$ cat src/rtl/nios2_oci_trace_pkg.sv
// Shared types and helpers for the Nios II OCI trace-capture monitor.
package nios2_oci_trace_pkg;

   typedef enum logic [1:0] {
      ST_RUN   = 2'd0,
      ST_FLUSH = 2'd1,
      ST_DONE  = 2'd2
   } trace_state_e;

   function automatic int entry_width(input int buf_width, input int count_width);
      return buf_width + count_width;
   endfunction

   // Increment that sticks at the all-ones value of a width-bit counter.
   function automatic logic [63:0] sat_inc(input logic [63:0] value, input int width);
      logic [63:0] all_ones;
      all_ones = (width >= 64) ? {64{1'b1}} : ((64'd1 << width) - 64'd1);
      if (value >= all_ones) begin
         return all_ones;
      end else begin
         return value + 64'd1;
      end
   endfunction

endpackage

$ cat src/rtl/nios2_oci_trace_fifo.sv
// Show-ahead synchronous FIFO with extra-bit pointers; a push while full is
// accepted only when a pop frees a slot in the same cycle.
module nios2_oci_trace_fifo #(
   parameter int WIDTH = 34,
   parameter int DEPTH = 16
) (
   input  logic                     clk,
   input  logic                     reset,
   input  logic                     push,
   input  logic [WIDTH-1:0]         push_data,
   input  logic                     pop_ready,
   output logic                     push_accepted,
   output logic                     valid,
   output logic [WIDTH-1:0]         head_data,
   output logic [$clog2(DEPTH):0]   level,
   output logic                     full,
   output logic                     empty
);

   localparam int AW = $clog2(DEPTH);

   logic [AW:0]      wr_ptr_r;
   logic [AW:0]      rd_ptr_r;
   logic [WIDTH-1:0] mem_r [DEPTH];
   logic             pop_s;

   assign empty         = (wr_ptr_r == rd_ptr_r);
   assign full          = (wr_ptr_r[AW] != rd_ptr_r[AW]) &&
                          (wr_ptr_r[AW-1:0] == rd_ptr_r[AW-1:0]);
   assign level         = wr_ptr_r - rd_ptr_r;
   assign pop_s         = pop_ready && !empty;
   assign push_accepted = push && (!full || pop_s);
   assign valid         = !empty;
   assign head_data     = empty ? {WIDTH{1'b0}} : mem_r[rd_ptr_r[AW-1:0]];

   // Read/write pointer advance.
   always_ff @(posedge clk or posedge reset) begin
      if (reset) begin
         wr_ptr_r <= {(AW+1){1'b0}};
         rd_ptr_r <= {(AW+1){1'b0}};
      end else begin
         if (push_accepted) begin
            wr_ptr_r <= wr_ptr_r + {{AW{1'b0}}, 1'b1};
         end
         if (pop_s) begin
            rd_ptr_r <= rd_ptr_r + {{AW{1'b0}}, 1'b1};
         end
      end
   end

   // Storage array; contents are don't-care until written.
   always_ff @(posedge clk) begin
      if (push_accepted) begin
         mem_r[wr_ptr_r[AW-1:0]] <= push_data;
      end
   end

endmodule

$ cat src/rtl/nios2_oci_trace_monitor.sv
// Trace-capture monitor: samples the OCI DCT buffer on frame completion,
// queues frames for a drain port and handles end-of-test flush/abort.
module nios2_oci_trace_monitor
   import nios2_oci_trace_pkg::*;
#(
   parameter int BUF_WIDTH   = 30,
   parameter int COUNT_WIDTH = 4,
   parameter int FRAME_COUNT = 15,
   parameter int DEPTH       = 16,
   parameter int STAT_WIDTH  = 16
) (
   input  logic                               clk,
   input  logic                               reset,
   input  logic [BUF_WIDTH-1:0]               dct_buffer,
   input  logic [COUNT_WIDTH-1:0]             dct_count,
   input  logic                               test_ending,
   input  logic                               test_has_ended,
   output logic                               out_valid,
   output logic [COUNT_WIDTH+BUF_WIDTH-1:0]   out_data,
   input  logic                               out_ready,
   output logic [$clog2(DEPTH):0]             level,
   output logic [STAT_WIDTH-1:0]              frame_count,
   output logic [STAT_WIDTH-1:0]              drop_count,
   output logic                               overflow,
   output logic                               done,
   output logic                               aborted
);

   localparam int EW = entry_width(BUF_WIDTH, COUNT_WIDTH);
   localparam logic [COUNT_WIDTH-1:0] FRAME_VAL = COUNT_WIDTH'(FRAME_COUNT);

   trace_state_e            state_r;
   trace_state_e            state_next_s;
   logic [COUNT_WIDTH-1:0]  prev_count_r;
   logic [STAT_WIDTH-1:0]   frame_count_r;
   logic [STAT_WIDTH-1:0]   drop_count_r;
   logic                    overflow_r;
   logic                    done_r;
   logic                    aborted_r;
   logic                    strobe_s;
   logic                    push_s;
   logic                    set_abort_s;
   logic                    push_accepted_s;
   logic                    fifo_full_s;
   logic                    fifo_empty_s;
   logic [EW-1:0]           push_entry_s;

   assign strobe_s     = (state_r == ST_RUN) && (dct_count == FRAME_VAL) &&
                         (prev_count_r != FRAME_VAL);
   assign push_entry_s = {dct_count, dct_buffer};

   nios2_oci_trace_fifo #(
      .WIDTH (EW),
      .DEPTH (DEPTH)
   ) u_fifo (
      .clk           (clk),
      .reset         (reset),
      .push          (push_s),
      .push_data     (push_entry_s),
      .pop_ready     (out_ready),
      .push_accepted (push_accepted_s),
      .valid         (out_valid),
      .head_data     (out_data),
      .level         (level),
      .full          (fifo_full_s),
      .empty         (fifo_empty_s)
   );

   // Next-state, capture and abort decisions; abort outranks flush.
   always_comb begin
      state_next_s = state_r;
      push_s       = 1'b0;
      set_abort_s  = 1'b0;
      case (state_r)
         ST_RUN: begin
            if (test_has_ended) begin
               state_next_s = ST_DONE;
               set_abort_s  = 1'b1;
            end else if (test_ending) begin
               state_next_s = ST_FLUSH;
               push_s       = strobe_s ||
                              ((dct_count != {COUNT_WIDTH{1'b0}}) && (dct_count != FRAME_VAL));
            end else begin
               push_s = strobe_s;
            end
         end
         ST_FLUSH: begin
            if (test_has_ended) begin
               state_next_s = ST_DONE;
               set_abort_s  = 1'b1;
            end else if (fifo_empty_s) begin
               state_next_s = ST_DONE;
            end else begin
               state_next_s = ST_FLUSH;
            end
         end
         ST_DONE: begin
            state_next_s = ST_DONE;
         end
         default: begin
            state_next_s = ST_RUN;
         end
      endcase
   end

   // State register.
   always_ff @(posedge clk or posedge reset) begin
      if (reset) begin
         state_r <= ST_RUN;
      end else begin
         state_r <= state_next_s;
      end
   end

   // Count history, saturating statistics and sticky status flags.
   always_ff @(posedge clk or posedge reset) begin
      if (reset) begin
         prev_count_r  <= {COUNT_WIDTH{1'b0}};
         frame_count_r <= {STAT_WIDTH{1'b0}};
         drop_count_r  <= {STAT_WIDTH{1'b0}};
         overflow_r    <= 1'b0;
         done_r        <= 1'b0;
         aborted_r     <= 1'b0;
      end else begin
         prev_count_r <= dct_count;
         done_r       <= (state_next_s == ST_DONE);
         if (push_s && push_accepted_s) begin
            frame_count_r <= STAT_WIDTH'(sat_inc(64'(frame_count_r), STAT_WIDTH));
         end
         if (push_s && !push_accepted_s) begin
            drop_count_r <= STAT_WIDTH'(sat_inc(64'(drop_count_r), STAT_WIDTH));
            overflow_r   <= 1'b1;
         end
         if (set_abort_s) begin
            aborted_r <= 1'b1;
         end
      end
   end

   assign frame_count = frame_count_r;
   assign drop_count  = drop_count_r;
   assign overflow    = overflow_r;
   assign done        = done_r;
   assign aborted     = aborted_r;

endmodule

$ cat config.mk
export PLATFORM = sky130hd
export DESIGN_NAME = nios2_oci_trace_monitor
export DESIGN_NICKNAME = d
export VERILOG_FILES = /design/src/rtl/nios2_oci_trace_pkg.sv /design/src/rtl/nios2_oci_trace_fifo.sv /design/src/rtl/nios2_oci_trace_monitor.sv
export SDC_FILE = /design/constraint.sdc
export NUM_CORES = 1
export LEC_CHECK = 0
export CORE_ASPECT_RATIO = 1.2
export CORE_MARGIN = 10
export CORE_UTILIZATION = 61
export DETAILED_ROUTE_END_ITERATION = 7
export DONT_BUFFER_PORTS = 1
export PLACE_DENSITY = 0.73
export REMOVE_ABC_BUFFERS = 1
export SLEW_MARGIN = 40
export SYNTH_ARGS = -nofsm -noshare
export SYNTH_HDL_FRONTEND = slang
export SYNTH_SLANG_ARGS = --single-unit
$ cat constraint.sdc
create_clock -name clk -period 5.81 [get_ports clk]
set_clock_uncertainty 0.1 [all_clocks]
set_input_delay 0.581 -clock clk [delete_from_list [all_inputs] [get_ports clk]]
set_output_delay 0.581 -clock clk [all_outputs]
set_load 0.1 [all_outputs]
* Word level (Yosys, flattened, before mapping)
Memory sizes are Yosys's and may differ from the RTL's.
Index checks and enable logic that the tools add are counted.
** Word-level totals
- Bits of input ports :: 39
- Register bits :: 51
- Output and inout bits :: 75
- Memories :: 1
- RAM bits :: 544
- Logic and storage cells :: 57
** Memory list
- u_fifo.mem_r :: words 16, bits a word 34, rd ports 1, clocked after memory_dff 0, write ports 1, line nios2_oci_trace_fifo.sv:24 : logic [WIDTH-1:0] mem_r [DEPTH];
** Operators by class
- Multiplexer cells :: 15
- Order comparisons :: 2
- Reductions and logical operators :: 16
- $add $sub $neg :: 5
- Equality and inequality tests :: 9
** Operators by type and width (count)
- 34-bit 2-to-1 mux :: 1
- 16-bit by 1-bit adder with 16-bit output, second input constant :: 2
- 16-bit greater-or-equal comparator, second input constant :: 2
- 16-bit 2-to-1 mux :: 2
- 5-bit by 1-bit adder with 5-bit output, second input constant :: 2
- 1-bit logical AND :: 8
- 2-bit 2-to-1 mux :: 4
- 4-bit inequality test, second input constant :: 2
- 1-bit 2-to-1 mux :: 7
- 2-bit case mux with 3 select lines :: 1
- 5-bit equality test :: 1
- 5-bit subtractor :: 1
- 2-bit equality test, second input constant :: 2
- 4-bit equality test :: 1
- 4-bit equality test, second input constant :: 1
- 4-bit nonzero test :: 1
- 1-bit logical NOT :: 3
- 2-bit by 1-bit equality test with 1-bit output, second input constant :: 1
- 2-bit logical NOT :: 1
- 1-bit logical OR :: 2
- 2-bit OR reduction :: 1
- 1-bit inequality test :: 1

* Longest topological paths before layout
Gate-level depths: netlist of the first run.
- Depth after elaboration :: 10
- Depth in mapped cells :: 11
- Depth with buffers taken out :: 8

* Modules after synthesis
A second synthesis of the first run with hierarchy kept.
** Unflattened totals
- Cells, all modules :: 1196
- Area, all modules :: 23994.3 um^2
** By module, submodules not included
- nios2_oci_trace_fifo :: area an instance 21926.0 um^2, seq. area each 16585.9 um^2, cells an instance 987, instances 1
- nios2_oci_trace_monitor :: area an instance 2068.2 um^2, seq. area each 1026.0 um^2, cells an instance 209, instances 1

* Least setup slack after synthesis of the first run
OpenSTA, ideal clock, no wires.
- Path type :: register to register
- Start point :: register u_fifo.rd_ptr_r[1]
- End point :: memory u_fifo.mem_r[3][0] (enable)
- Buffers on the path :: 4
- Arrival time :: 4749 ps
- Period minus slack after synthesis :: 5316 ps
- Setup time :: 467 ps
- Required time :: 5243 ps
- Setup slack :: 494 ps
- Cell stages (with the launch flop) :: 12
- Cell sequence :: dfrtp_1 -> clkbuf_1 -> buf_1 -> inv_1 -> ha_1 -> nand4_1 -> or3_1 -> nor3b_1 -> buf_2 -> buf_2 -> nand2_1 -> nor3_1
** Between the ends
- Longest elaborated chain between the ends :: 7
- Elaborated cells on any way between the ends :: 10
- Those cells by class :: eq/ne: 2; mux: 2; reduce/logical: 6
** Ends and longest elaborated chain
- from (decl) :: line nios2_oci_trace_fifo.sv:23 : logic [AW:0] rd_ptr_r;
- from (signal assigned) :: line nios2_oci_trace_fifo.sv:40 : rd_ptr_r <= {(AW+1){1'b0}};
- from (signal assigned) :: line nios2_oci_trace_fifo.sv:46 : rd_ptr_r <= rd_ptr_r + {{AW{1'b0}}, 1'b1};
- 5-bit equality test / 4-bit equality test (equally long branches) :: line nios2_oci_trace_fifo.sv:27, nios2_oci_trace_fifo.sv:29
- 1-bit logical NOT / 1-bit logical AND (equally long branches) :: line nios2_oci_trace_fifo.sv:31, nios2_oci_trace_fifo.sv:28
- 1-bit logical AND / 1-bit logical NOT (equally long branches) :: line nios2_oci_trace_fifo.sv:31, nios2_oci_trace_fifo.sv:32
- 1-bit logical OR * :: line nios2_oci_trace_fifo.sv:32 : assign push_accepted = push && (!full || pop_s);
- 1-bit logical AND * :: line nios2_oci_trace_fifo.sv:32
- 1-bit 2-to-1 mux * :: line nios2_oci_trace_fifo.sv:53 : if (push_accepted) begin
- 1-bit 2-to-1 mux (implied by the code) * :: line nios2_oci_trace_fifo.sv:54 : mem_r[wr_ptr_r[AW-1:0]] <= push_data;
- to (decl) :: line nios2_oci_trace_fifo.sv:24
Every way passes the cells marked *; elsewhere a longest branch is shown, timed or not.

* Worst setup path in the final report of the first run
- Start point :: register u_fifo.rd_ptr_r[1]
- End point :: output port out_data[30]
** Between the ends
- Longest elaborated chain between the ends :: 2
- Elaborated cells on any way between the ends :: 3
- Those cells by class :: eq/ne: 1; mux: 1; memory: 1
** Ends and longest elaborated chain
- memory read 16 x 34 bit / 5-bit equality test (equally long branches)
- 34-bit 2-to-1 mux * :: line nios2_oci_trace_fifo.sv:34 : assign head_data = empty ? {WIDTH{1'b0}} : mem_r[rd_ptr_r[AW-1:0]];
- to (decl) :: line nios2_oci_trace_monitor.sv:19 : output logic [COUNT_WIDTH+BUF_WIDTH-1:0] out_data,
Marks and branches as above.

==> results of run 1 <==
routing by layer:
| layer | global-route usage [%] | vias up |
|---|---|---|
| met5 | 0 | - |
| met4 | 5.49 | 4 |
| met3 | 4.45 | 62 |
| met2 | 35.1 | 428 |
| met1 | 29.3 | 5773 |
| li1 | - | 4572 |
critical path, stage by stage, from the launching register on:
cell and delay [ps]:
dfrtp_4 910, buf_4 690, mux4_2 430, mux4_2 520, and2_2 410
Yosys cell counts, types with 2 or more instances:
| cell type | instances | area share, % |
|---|---|---|
| nand4_1 | 24 | 0.64 |
| mux4_2 | 170 | 16 |
| nor2_1 | 19 | 0.31 |
| o21ai_0 | 3 | 0.064 |
| edfxtp_1 | 544 | 70 |
| buf_4 | 10 | 0.32 |
| or3_1 | 2 | 0.054 |
| and2_1 | 38 | 1.0 |
| nand3_1 | 10 | 0.21 |
| inv_1 | 17 | 0.27 |
| a31oi_1 | 5 | 0.13 |
| mux2_2 | 16 | 0.77 |
| ha_1 | 11 | 0.59 |
| a21oi_1 | 18 | 0.39 |
| a21boi_0 | 3 | 0.097 |
| clkbuf_1 | 22 | 0.35 |
| nand2b_1 | 4 | 0.11 |
| nor3_1 | 7 | 0.15 |
| buf_2 | 5 | 0.11 |
| dfrtp_1 | 51 | 5.5 |
| buf_1 | 13 | 0.21 |
| o22a_1 | 2 | 0.075 |
| xnor2_1 | 11 | 0.41 |
| a21o_1 | 3 | 0.097 |
| and3_1 | 11 | 0.30 |
| buf_6 | 4 | 0.19 |
| nand2_1 | 27 | 0.43 |
| and4_1 | 4 | 0.15 |
kinds of logic after synthesis:
| kind of cell | after synthesis | share of synthesized area (%) |
|---|---|---|
| compound gates | 40 | 1.10 |
| mux | 187 | 17.2 |
| simple gates | 150 | 3.49 |
| fa+ha+maj | 12 | 0.676 |
| flops | 595 | 75.6 |
| buf+inv | 72 | 1.48 |
| xor+xnor | 12 | 0.451 |
per-stage QoR:
step | cell area (sq um) | power (uW) | setup WS (ps) | hold slack, ps | util, %
global placement | 24100 | 9910 | 2010 | 384 | 63.7
floorplan | 23000 | 9540 | -5190 | 366 | -
detailed placement | 24100 | 9990 | 1950 | 385 | 63.9
finish | 26200 | 13300 | 1500 | 23.7 | 69.4
CTS | 26200 | 13500 | 1490 | 1.51 | 69.4
global route | 26200 | 13800 | 1360 | 9.49 | 69.4
registers in the layout, summed over array words and instances, names as in the netlist:
signal / cells
frame_count: 16
aborted: 1
u_fifo.rd_ptr_r: 5
done: 1
prev_count_r: 4
overflow: 1
state_r: 2
drop_count: 16
u_fifo.mem_r: 544
u_fifo.wr_ptr_r: 5
power groups by stage:
stage	Combinational, uW	Clock, uW	Sequential, uW
floorplan	4300	0	5250
global placement	4890	0	5020
detailed placement	4970	0	5020
CTS	5060	3490	4930
global route	5200	3650	4940
finish	4980	3430	4930
path summary, 6_finish.rpt:
path | to | slack (ps)
worst max-delay path | out_data[30] | 1500
worst min-delay path | aborted$_DFFE_PP0P_ | 20
worst max register to register | u_fifo.mem_r[9][1]$_DFFE_PP_ | 1930
worst min register to register | u_fifo.rd_ptr_r[4]$_DFFE_PP0P_ | 400
max in group asynchronous | u_fifo.rd_ptr_r[0]$_DFFE_PP0P_ | 4550
min in group asynchronous | drop_count[4]$_DFFE_PP0P_ | 540
cells in the final DEF (no fill, tap or decap), drive strengths merged, types with 2 or more instances in the layout:
cell	synthesis	layout
xnor2	11	11
nand2b	4	4
dlygate4sd3	0	36
bufinv	0	5
nor3	7	7
clkinv	0	24
inv	18	19
clkbuf	22	66
mux2	16	16
mux4	170	170
buf	32	34
a31oi	5	5
and4	4	4
dfrtp	51	51
o21ai	3	3
clkinvlp	0	2
nand2	27	27
a21o	3	3
nor2	19	19
ha	11	11
a21oi	18	18
nand4	24	24
o22a	2	2
and2	38	38
nand3	10	10
a21boi	3	3
or3	2	2
edfxtp	544	544
and3	11	11
cell type report:
cell class	count	area, sq um
clock buffers	66	1430
fillers	2256	11600
clock inverters	32	282
inverters	18	70.1
flip-flops and latches	595	17700
well taps	480	601
multi-input cells	401	5530
repair buffers	70	644
what timing repair did:
| item | CTS | global route |
|---|---|---|
| resized for setup | 0 | 0 |
| endpoints found under the hold margin | 600 | 0 |
| hold buffers | 36 | 0 |
==> qor.csv, run 1 <==
metric;value;unit
r2r_start;u_fifo.rd_ptr_r[1]$_DFFE_PP0P_;
stdcell_count;1662;
irDropWorstVdd;0.000470;V
tns;0;ps
worstHoldStart;test_has_ended;
postRouteAntennaNets;0;
pwr_density_cell;509;mW/mm^2
wire_per_inst;29.1;um
antenna_found_initial;2;
min_path_type;in2reg;
die_width;198;um
final_nets;1191;
clock_latency;580;ps
hold_path_depth;1;
cts_root_buf;clkbuf_16;
route.met2.wl;24800;um
p_sw;5140;uW
h-tree-depth;2;
synthToLayoutAreaGrowth;12.5;%
fin_crit_sh;74.2;%
ios;114;
status;finished, final reports clean;
crit_arrival;3630;ps
worst_ep_required_time;5130;ps
routed-via-count;10839;
core_area;0.0378;sq mm
grt_max_degree;84;
r2r_cells;9;
yosys_most_used_dff;edfxtp_1;
relSlewSlack;42.3;%
grt_pass1_vias;11546;
maxUsedRoutingLayer;met5;
clockPowerShare;25.7;%
hold_viol;0;
numCtsBuffers;54;
setup_violations;0;
place_congestion;0.760;
drive_gt1_share;33.5;%
io_buffers;0;
synth_edf_count;544;
crit_type;reg2out;
cts_num_sinks;595;
viasPerCell;6.52;
synth_async_sr_flop_share;8.57;%
synth_cell_type_count;42;
hpwl;25400;um
finalCriticalPeriod;4310;ps
syn_inst;1068;
clk_path_buf_depth;3;
first_iter_violations;1049;
synth-seq-area-share;75.6;%
p_int;8200;uW
crit_fanout;48;
grt_overflow;0;
grt_setup_unrepaired;false;
critical_path.startpoint_type;flop;
worstMarginPinSlew;864;ps
insertedDiodeCount;0;
seq_power_share;36.9;%
wl_met3;3560;um
fmax;0.232;GHz
die-area;0.0465;sq mm
yosysWarnings;0;
grt_pass1_wl;73500;um
crit_path_start;u_fifo.rd_ptr_r[1]$_DFFE_PP0P_;
core.rowCount;78;
synth_seq_cells;595;
syn_area;0.0233;sq mm
met1_length;19100;um
routed_wl;48300;um
clk_pin_slew_worst_paths;70;ps
drv_cap;0;
drc;0;
cts_setup_buffers;0;
syn-mean-instance-area;21.8;sq um
placed_cells;1528;
chipHeight;234;um
grt_use_total;21.4;%
cts_tree;done;
detail_route.first_pass.iterations;7;
cp-end-kind;output pin;
start_util;61.7;%
p_sw_share;38.5;%
drv_slew;0;
p_leak;0.00844;uW
pwr-share-comb;37.3;%
No activity file was read; power rests on OpenSTA's default activity.
==> inputs of run 2 (changes only) <==
==> constraint.sdc (replaced) <==
create_clock -name clk -period 4 [get_ports clk]
set_clock_uncertainty 0.1 [all_clocks]
set_input_delay 0.4 -clock clk [delete_from_list [all_inputs] [get_ports clk]]
set_output_delay 0.4 -clock clk [all_outputs]
set_load 0.1 [all_outputs]
==> qor.csv, run 2 (synthesis results as in run 1) <==
metric;value;unit;change
status;finished, final reports clean;;
ios;114;;unchanged
fmax;0.263;GHz;
largest_reg_flops;544;;unchanged
r2r_cells;7;;-2
finalCriticalPeriod;3810;ps;
fin_crit_sh;95.2;%;
clock_latency;580;ps;about the same
tns;0;ps;unchanged
hold_path_depth;2;;+1
cts_setup_buffers;0;;unchanged
relSlewSlack;42.6;%;+0.30 points
placed_cells;1592;;+4.2%
clk_pin_slew_worst_paths;60;ps;about the same
crit_type;reg2out;;
fin_util;71.1;%;+1.7 points
wire_per_inst;29.9;um;+2.9%
irDropWorstVdd;0.000647;V;+38%
critical_path.startpoint_type;flop;;
place_area;0.0248;sq mm;+2.6%
drc;0;;unchanged
clk_path_buf_depth;3;;unchanged
stdcell_count;1729;;+4.0%
die_width;198;um;unchanged
crit_arrival;3310;ps;-320 ps
start_util;61.7;%;unchanged
grt_use_total;22.1;%;+0.64 points
slowest_delay;580;ps;-330 ps
detail_route.first_pass.iterations;6;;-1
synthToLayoutAreaGrowth;15.3;%;
antenna_found_initial;2;;unchanged
worstHoldStart;out_ready;;
grt_overflow;0;;unchanged
postRouteAntennaNets;0;;unchanged
routed_wl;51700;um;+7.1%
grt_max_degree;140;;+67%
chipHeight;234;um;unchanged
min_path_type;in2reg;;
drv_cap;0;;unchanged
cts_root_buf;clkbuf_16;;
viasPerCell;6.59;;+0.98%
cp_cell_sequence;buf_12 > buf_16 > mux4_2 > mux4_2 > and2_1 > buf_4;;
worstMarginPinSlew;859;ps;-4.49 ps
drive_gt1_share;31.9;%;-1.6 points
pwr_density_cell;764;mW/mm^2;+50%
core_area;0.0378;sq mm;unchanged
worst_ep_required_time;3500;ps;-1630 ps
setup_slack;192;ps;-1310 ps
hpwl;25300;um;-0.20%
cts_num_sinks;595;;unchanged
grt_pass1_vias;11732;;+1.6%
slowest_stage;mux4_2;;
crit_top_cell;mux4_2;;
hold_viol;0;;unchanged
layout_commonest_cell;edfxtp_1;;
layout_common_cells;544 x edfxtp_1, 170 x mux4_2, 78 x buf_4;;
r2r_start;u_fifo.wr_ptr_r[2]$_DFFE_PP0P_;;
place_congestion;0.769;;+1.1%
crit_fanout;62;;+29%
pre_cts_slack;859;ps;-1090 ps
h-tree-depth;2;;unchanged
cts_hold_buf;37;;+2.8%
io_buffers;0;;unchanged
reg2reg_to;u_fifo.mem_r[0][23]$_DFFE_PP_;;
core.rowCount;78;;unchanged
die-area;0.0465;sq mm;unchanged
grt_setup_unrepaired;false;;
cp-end-kind;output pin;;
final_nets;1258;;+5.6%
first_iter_violations;1277;;+22%
hold_end;u_fifo.rd_ptr_r[0]$_DFFE_PP0P_;;
routed-via-count;11386;;+5.0%
final_area;0.0269;sq mm;+2.5%
cts_resized;0;;unchanged
p_leak;0.00886;uW;+5.0%
setup_violations;0;;unchanged
drv_slew;0;;unchanged
numCtsBuffers;54;;unchanged
grt_pass1_wl;75400;um;+2.6%
r2r_setup_slack;880;ps;-1050 ps
cts_tree;done;;
run 2: cell types whose count changed in the layout (fill, tap and decap cells not counted), moves of 2 or more:
| cell | before | now |
|---|---|---|
| dfrtp_2 | 36 | 12 |
| dfrtp_1 | 13 | 37 |
| buf_12 | 2 | 19 |
| clkinv_2 | 14 | 8 |
| and2_2 | 34 | 0 |
| clkbuf_1 | 10 | 8 |
| diode_2 | 0 | 2 |
| buf_4 | 31 | 78 |
| buf_16 | 0 | 2 |
| and2_1 | 4 | 38 |
| clkinv_1 | 10 | 16 |
run 2: worst max path at each step:
stage                                              start                           end  slack [ps]  cells past startpoint
after floorplan           u_fifo.rd_ptr_r[0]$_DFFE_PP0P_  u_fifo.mem_r[3][0]$_DFFE_PP_       -7000                      6
after global placement    u_fifo.rd_ptr_r[0]$_DFFE_PP0P_                  out_data[18]         890                      5
after detailed placement  u_fifo.rd_ptr_r[0]$_DFFE_PP0P_                  out_data[18]         860                      5
after CTS                 u_fifo.rd_ptr_r[0]$_DFFE_PP0P_                  out_data[18]         250                      5
after global routing      u_fifo.rd_ptr_r[0]$_DFFE_PP0P_                  out_data[18]          50                      6
final                     u_fifo.rd_ptr_r[0]$_DFFE_PP0P_                  out_data[18]         190                      6
run 2: area by class of cell:
class	instances	area, sq um
repair buffers	137	1400
flip-flops and latches	595	17600
multi-input cells	401	5490
clock buffers	63	1410
clock inverters	33	262
diodes	2	5.00
fillers	2174	10900
inverters	18	70.1
well taps	480	601
run 2: per-layer routing:
| metal | wire length, um | vias up | global-route usage, % | part of all wire [%] |
|---|---|---|---|---|
| met2 | 27000 | 582 | 35.8 | 52 |
| met3 | 4310 | 61 | 5.28 | 8.3 |
| met1 | 19600 | 6031 | 29.6 | 38 |
| met5 | 9 | - | 0 | 0.017 |
| li1 | - | 4710 | - | - |
| met4 | 835 | 2 | 6.71 | 1.6 |
run 2: power by group:
part / leakage, uW / switching [uW] / internal, uW / total, uW
clock network: 0.000814 / 2200 / 2760 / 4960
registers: 0.00553 / 76.3 / 6840 / 6920
logic: 0.00251 / 5550 / 3090 / 8630
total: 0.00886 / 7830 / 12700 / 20500
run 2: stage by stage:
step / hold slack, ps / power [uW]
3_5_place_dp: 328 / 15600
2_1_floorplan: 331 / 13400
5_1_grt: 86.5 / 21200
6_report: 72.3 / 20500
4_1_cts: 50.8 / 20600
3_3_place_gp: 326 / 15500
run 2: critical path: cells and delay by family, from the launching register on:
family | cells | cell delay (ps)
buffers and inverters | 3 | 870
DFF | 1 | 460
muxes | 2 | 1090
and+or+nand+nor | 1 | 180
